==> src/rtl/jump_sequencer.sv <==
// Turn sequencer for the jump game: charge on button hold, timed jump arc,
// one-cycle landing evaluation, score update, then scroll back to the home column.
module jump_sequencer #(
   parameter int unsigned HOME_X        = 100,
   parameter int unsigned X_MAX         = 639,
   parameter int unsigned POWER_STEP    = 4,
   parameter int unsigned POWER_MAX     = 400,
   parameter int unsigned STEP_X        = 4,
   parameter int unsigned HSTEP         = 2,
   parameter int unsigned SCROLL        = 4,
   parameter int unsigned PERFECT_BONUS = 2
) (
   input  logic        clk,
   input  logic        rst,
   input  logic        tick,
   input  logic        btn,
   input  logic        game_over_in,
   input  logic        middle_in,
   input  logic        on_second_in,
   output logic [9:0]  man_x,
   output logic [7:0]  man_y,
   output logic [9:0]  power,
   output logic [15:0] score,
   output logic        scroll_en,
   output logic        new_game,
   output logic        over,
   output logic [2:0]  state
);

   typedef enum logic [2:0] {
      S_IDLE   = 3'd0,
      S_CHARGE = 3'd1,
      S_JUMP   = 3'd2,
      S_LAND   = 3'd3,
      S_SHIFT  = 3'd4,
      S_OVER   = 3'd5
   } state_t;

   localparam logic [9:0]  HOME_W    = 10'(HOME_X);
   localparam logic [9:0]  XMAX_W    = 10'(X_MAX);
   localparam logic [9:0]  PSTEP_W   = 10'(POWER_STEP);
   localparam logic [9:0]  PMAX_W    = 10'(POWER_MAX);
   localparam logic [9:0]  STEP_W    = 10'(STEP_X);
   localparam logic [7:0]  HSTEP_W   = 8'(HSTEP);
   localparam logic [9:0]  SCROLL_W  = 10'(SCROLL);
   localparam logic [9:0]  SHIFT_LIM = 10'(HOME_X + SCROLL);
   localparam logic [15:0] BONUS_W   = 16'(PERFECT_BONUS);

   state_t      state_q, state_d;
   logic [9:0]  man_x_q, man_x_d;
   logic [7:0]  man_y_q, man_y_d;
   logic [9:0]  power_q, power_d;
   logic [9:0]  rem_q, rem_d;
   logic [15:0] score_q, score_d;
   logic        scroll_en_q, scroll_en_d;
   logic        new_game_q, new_game_d;
   logic        over_q;
   logic        btn_q;

   logic        rise;
   logic [9:0]  jump_step;
   logic [9:0]  rem_after;
   logic        going_up;

   function automatic logic [9:0] add_sat10(input logic [9:0] a, input logic [9:0] b,
                                            input logic [9:0] lim);
      logic [10:0] s;
      s = {1'b0, a} + {1'b0, b};
      return (s > {1'b0, lim}) ? lim : s[9:0];
   endfunction

   function automatic logic [15:0] add_sat16(input logic [15:0] a, input logic [15:0] b);
      logic [16:0] s;
      s = {1'b0, a} + {1'b0, b};
      return s[16] ? 16'hFFFF : s[15:0];
   endfunction

   function automatic logic [7:0] rise_y(input logic [7:0] y);
      return (y > (8'hFF - HSTEP_W)) ? 8'hFF : y + HSTEP_W;
   endfunction

   function automatic logic [7:0] fall_y(input logic [7:0] y);
      return (y > HSTEP_W) ? y - HSTEP_W : 8'd0;
   endfunction

   // Scroll left but never past the home column.
   function automatic logic [9:0] scroll_x(input logic [9:0] x);
      return (x > SHIFT_LIM) ? x - SCROLL_W : HOME_W;
   endfunction

   assign rise      = btn & ~btn_q;
   assign jump_step = (rem_q < STEP_W) ? rem_q : STEP_W;
   assign rem_after = rem_q - jump_step;
   assign going_up  = rem_q > (power_q >> 1);

   always_comb begin
      state_d     = state_q;
      man_x_d     = man_x_q;
      man_y_d     = man_y_q;
      power_d     = power_q;
      rem_d       = rem_q;
      score_d     = score_q;
      scroll_en_d = 1'b0;
      new_game_d  = 1'b0;

      case (state_q)
         S_IDLE: begin
            if (rise) begin
               power_d = '0;
               state_d = S_CHARGE;
            end
         end

         // Release wins over a coincident tick so the last tick never adds charge.
         S_CHARGE: begin
            if (!btn) begin
               rem_d   = power_q;
               state_d = S_JUMP;
            end else if (tick) begin
               power_d = add_sat10(power_q, PSTEP_W, PMAX_W);
            end
         end

         S_JUMP: begin
            if (tick) begin
               if (rem_q == '0) begin
                  state_d = S_LAND;
               end else begin
                  man_x_d = add_sat10(man_x_q, jump_step, XMAX_W);
                  rem_d   = rem_after;
                  man_y_d = going_up ? rise_y(man_y_q) : fall_y(man_y_q);
                  if (rem_after == '0) begin
                     man_y_d = '0;
                     state_d = S_LAND;
                  end
               end
            end
         end

         S_LAND: begin
            power_d = '0;
            if (game_over_in) begin
               state_d = S_OVER;
            end else if (on_second_in) begin
               score_d = add_sat16(score_q, middle_in ? BONUS_W : 16'd1);
               state_d = S_SHIFT;
            end else begin
               state_d = S_IDLE;
            end
         end

         S_SHIFT: begin
            if (tick) begin
               scroll_en_d = 1'b1;
               man_x_d     = scroll_x(man_x_q);
               if (scroll_x(man_x_q) == HOME_W) begin
                  state_d = S_IDLE;
               end
            end
         end

         // The restart rise is consumed here; btn_q then blocks a charge in IDLE.
         S_OVER: begin
            if (rise) begin
               man_x_d    = HOME_W;
               man_y_d    = '0;
               score_d    = '0;
               new_game_d = 1'b1;
               state_d    = S_IDLE;
            end
         end

         default: begin
            state_d = S_IDLE;
         end
      endcase
   end

   always_ff @(posedge clk or posedge rst) begin
      if (rst) begin
         state_q     <= S_IDLE;
         man_x_q     <= HOME_W;
         man_y_q     <= '0;
         power_q     <= '0;
         rem_q       <= '0;
         score_q     <= '0;
         scroll_en_q <= 1'b0;
         new_game_q  <= 1'b0;
         over_q      <= 1'b0;
         btn_q       <= 1'b0;
      end else begin
         state_q     <= state_d;
         man_x_q     <= man_x_d;
         man_y_q     <= man_y_d;
         power_q     <= power_d;
         rem_q       <= rem_d;
         score_q     <= score_d;
         scroll_en_q <= scroll_en_d;
         new_game_q  <= new_game_d;
         over_q      <= (state_d == S_OVER);
         btn_q       <= btn;
      end
   end

   assign man_x     = man_x_q;
   assign man_y     = man_y_q;
   assign power     = power_q;
   assign score     = score_q;
   assign scroll_en = scroll_en_q;
   assign new_game  = new_game_q;
   assign over      = over_q;
   assign state     = state_q;

endmodule

==> config.mk <==
export PLATFORM = sky130hd
export DESIGN_NAME = jump_sequencer
export DESIGN_NICKNAME = d
export VERILOG_FILES = /design/src/rtl/jump_sequencer.sv
export SDC_FILE = /design/constraint.sdc
export NUM_CORES = 1
export LEC_CHECK = 0
export ABC_AREA = 1
export BUFFER_PORTS_ARGS = -buffer_cell sky130_fd_sc_hd__buf_2
export CORE_MARGIN = 2
export CORE_UTILIZATION = 50
export CTS_BUF_LIST = sky130_fd_sc_hd__clkbuf_8
export DETAILED_ROUTE_END_ITERATION = 10
export PLACE_DENSITY = 0.7
export SETUP_SLACK_MARGIN = 0.05
export SYNTH_ARGS = -nofsm -noshare
export SYNTH_HDL_FRONTEND = slang
export SYNTH_SLANG_ARGS = --single-unit
==> constraint.sdc <==
create_clock -name clk -period 2.9 [get_ports clk]
set_input_delay 0.29 -clock clk [delete_from_list [all_inputs] [get_ports clk]]
set_output_delay 0.29 -clock clk [all_outputs]
set_load 0.02 [all_outputs]
==> results.yml <==
outcome:
  status: "finished clean"
routing:
  wl_um: 11900
  first_iter_violations: 238
  drc_errors: 0
  ant_nets: 0
  vias: 4547
  dr.pass1.iters: 5
  wl_per_cell_um: 14.0
  vias_per_cell: 5.36
logic_synthesis:
  yosys.area_share.simple: 0.275
  synthTopCellsByArea: "dfrtp_1, nand2_1, inv_1"
  synthCells: 644
  synth_compound_area_frac: 0.197
  ys_seq_area_frac: 0.307
  ys_warn_count: 0
  synth_common_cells: "nand2_1, inv_1, dfrtp_1"
  yosysTopAreaCellShare: 0.290
  synth_cell_types: 54
  ys.flop_type: "dfrtp_1"
  yosys.area.top_type: "dfrtp_1"
  synth_seq_cells: 59
  synthMuxAreaShare: 0
  syn_area_um2: 4820
  async_reset_ff_frac: 1.00
  synth_xor_xnor_area_share: 0.0472
  synth.most_common_cell: "nand2_1"
  synth-edff-count: 0
  synth_top_family_by_area: "simple AND/OR/NAND/NOR gates"
  synth-adder-area-share: 0.0757
  avgSynthCellArea_um2: 7.49
critical_path:
  arrival_ps: 2850
  slowest_stage: "dfrtp_1"
  cp_slowest_stage_delay_ps: 430
  crit_type: "register to register"
  crit_path_cell_trace: "nor2_2, nand2_2, inv_2, nand3_4, nor2_2, ha_2, fa_2, nand3_1, nand3_2, nand4_1, nand2_1, nand2_1, nand2_1, a21oi_4, buf_4, nand3b_1, nand2_1, a21boi_1"
  cpMostUsedCell: "nand2_1"
  critPathLaunchType: "register"
  endpoint_kind: "register"
  required_ps: 3120
  cp_max_fo: 9
  r2r_cells: 18
clocking:
  clockBufferDepth: 2
  clk_latency_ps: 350
  htree_levels: 3
  cts_num_sinks: 59
  cts_tree: "yes"
  cts_root_buf: "clkbuf_8"
  cts.clk_slew.worst_paths_ps: 80
  cts_buffers: 9
timing:
  slew_violations: 0
  fin_skew_ps: 14.7
  holdWs_ps: 99.3
  rsz0062_at_grt: "false"
  setup_viol: 0
  period_share: 0.906
  worstMarginPinSlew_ps: 747
  tns_ps: 0
  layout_min_cycle_time_ps: 2630
  finalHoldViolations: 0
  clock.fmax_mhz: 380
  relSlewSlack: 0.502
cells_and_area:
  utilization: 0.600
  fillers: 852
  num_antenna_cells: 0
  drive_above_1_share: 0.215
  seq_area_um2: 1480
  multi_input_area_um2: 2940
  synthToLayoutAreaGrowth_pct: 15.5
  nets: 750
die:
  pin_count: 57
  die_w_um: 102
  rows: 35
  floorplan.initialDensity: 0.520
  die-area_um2: 10500
  die_y_um: 102
  core_area_um2: 9280
power:
  p_leak_uw: 0.00279
  peakVddDrop_uv: 435
  powerDensity_nw_per_um2: 1200
global_route:
  grt_max_degree: 26
  grt_pass1_wl_um: 20100
  grt_usage: 0.240
  grt_pass1_vias: 4382
  grt-ovfl-total: 0
  antenna_found_initial: 0
placement:
  dp_hpwl_um: 9050
  buffer_ports.inserted: 54
  routabilityCongestion: 0.913
run:
  max-cap-violations: 0
hold_path:
  hold_path.class: "primary input to register"
  hold_depth: 1
-- cell usage in the layout, fill, tap and decap left out, types with 15 or more instances in the layout --
cell type,netlist,routed
dfrtp_1,56,56
inv_1,90,89
ha_1,26,25
o21ai_2,18,18
nand2_1,118,118
o21ai_0,47,47
a21oi_1,27,26
xor2_1,18,18
nor2_1,51,49
buf_2,2,54
nand3_1,46,45
nand4_1,15,15
-- timing repair --
action	in CTS	in global routing
buffers inserted	0	4
endpoints found under the setup margin	0	10
hold endpoints to repair	10	0
hold buffers	1	0
gates resized for setup	0	8
-- critical path: cells and delay by family, from the launching register on --
kind	cells	cell delay, ps
adder cells (fa/ha/maj)	2	540
flip-flops	1	430
buffers and inverters	2	200
AO/OA/AOI/OAI	2	290
AND/OR/NAND/NOR	12	1020
-- kinds of logic after synthesis --
family,Yosys count
AND/OR/NAND/NOR,277
AO/OA/AOI/OAI,141
buffers and inverters,111
flip-flops,59
adder cells (fa/ha/maj),28
XOR/XNOR,26
other,2
-- worst paths after layout --
path | startpoint | endpoint | slack, ps
max reg2reg | rem_q[6] | man_x[0] | 270
max | rem_q[6] | man_x[0] | 270
min in group asynchronous | rst | score[7] | 530
max in group asynchronous | rst | man_x[6] | 1640
min | btn | btn_q | 100
min reg2reg | man_x[2] | man_x[2] | 560
-- state kept, by name (all words and copies together), names as in the netlist --
name       count
rem_q         10
man_x         10
state          3
over           1
btn_q          1
power          8
score         16
new_game       1
scroll_en      1
man_y          8
-- area by class of cell --
type                    count  area share
repair buffers             64      0.0647
clock inverters             6      0.0202
multi-input cells         482       0.527
well taps                 129      0.0290
clock buffers              10      0.0247
inverters                  99      0.0685
flip-flops and latches     59       0.266
-- stage by stage --
stage / power (µW) / worst slack [ps] / std cells / instance area (µm²)
after global placement: 5500 / 232 / 828 / 5240
after CTS: 6550 / 94.4 / 845 / 5500
final: 6700 / 271 / 849 / 5570
after detailed placement: 5560 / 135 / 828 / 5240
after floorplan: 4680 / 442 / 652 / 4850
after global routing: 7320 / 62.4 / 849 / 5570
-- layer usage --
layer | vias to the layer above | GRT usage | share of wire | wire (µm)
met2 | 133 | 0.402 | 0.47 | 5620
li1 | 2290 | - | - | -
met3 | 22 | 0.0363 | 0.056 | 667
met1 | 2102 | 0.314 | 0.45 | 5350
met5 | - | 0 | 0 | 0
met4 | 0 | 0.0944 | 0.021 | 248
-- power by group --
part	switching [µW]	internal (µW)
clock network	357	594
logic	2690	1470
registers	434	1140
total	3490	3210
No activity file was read; power rests on OpenSTA's default activity.
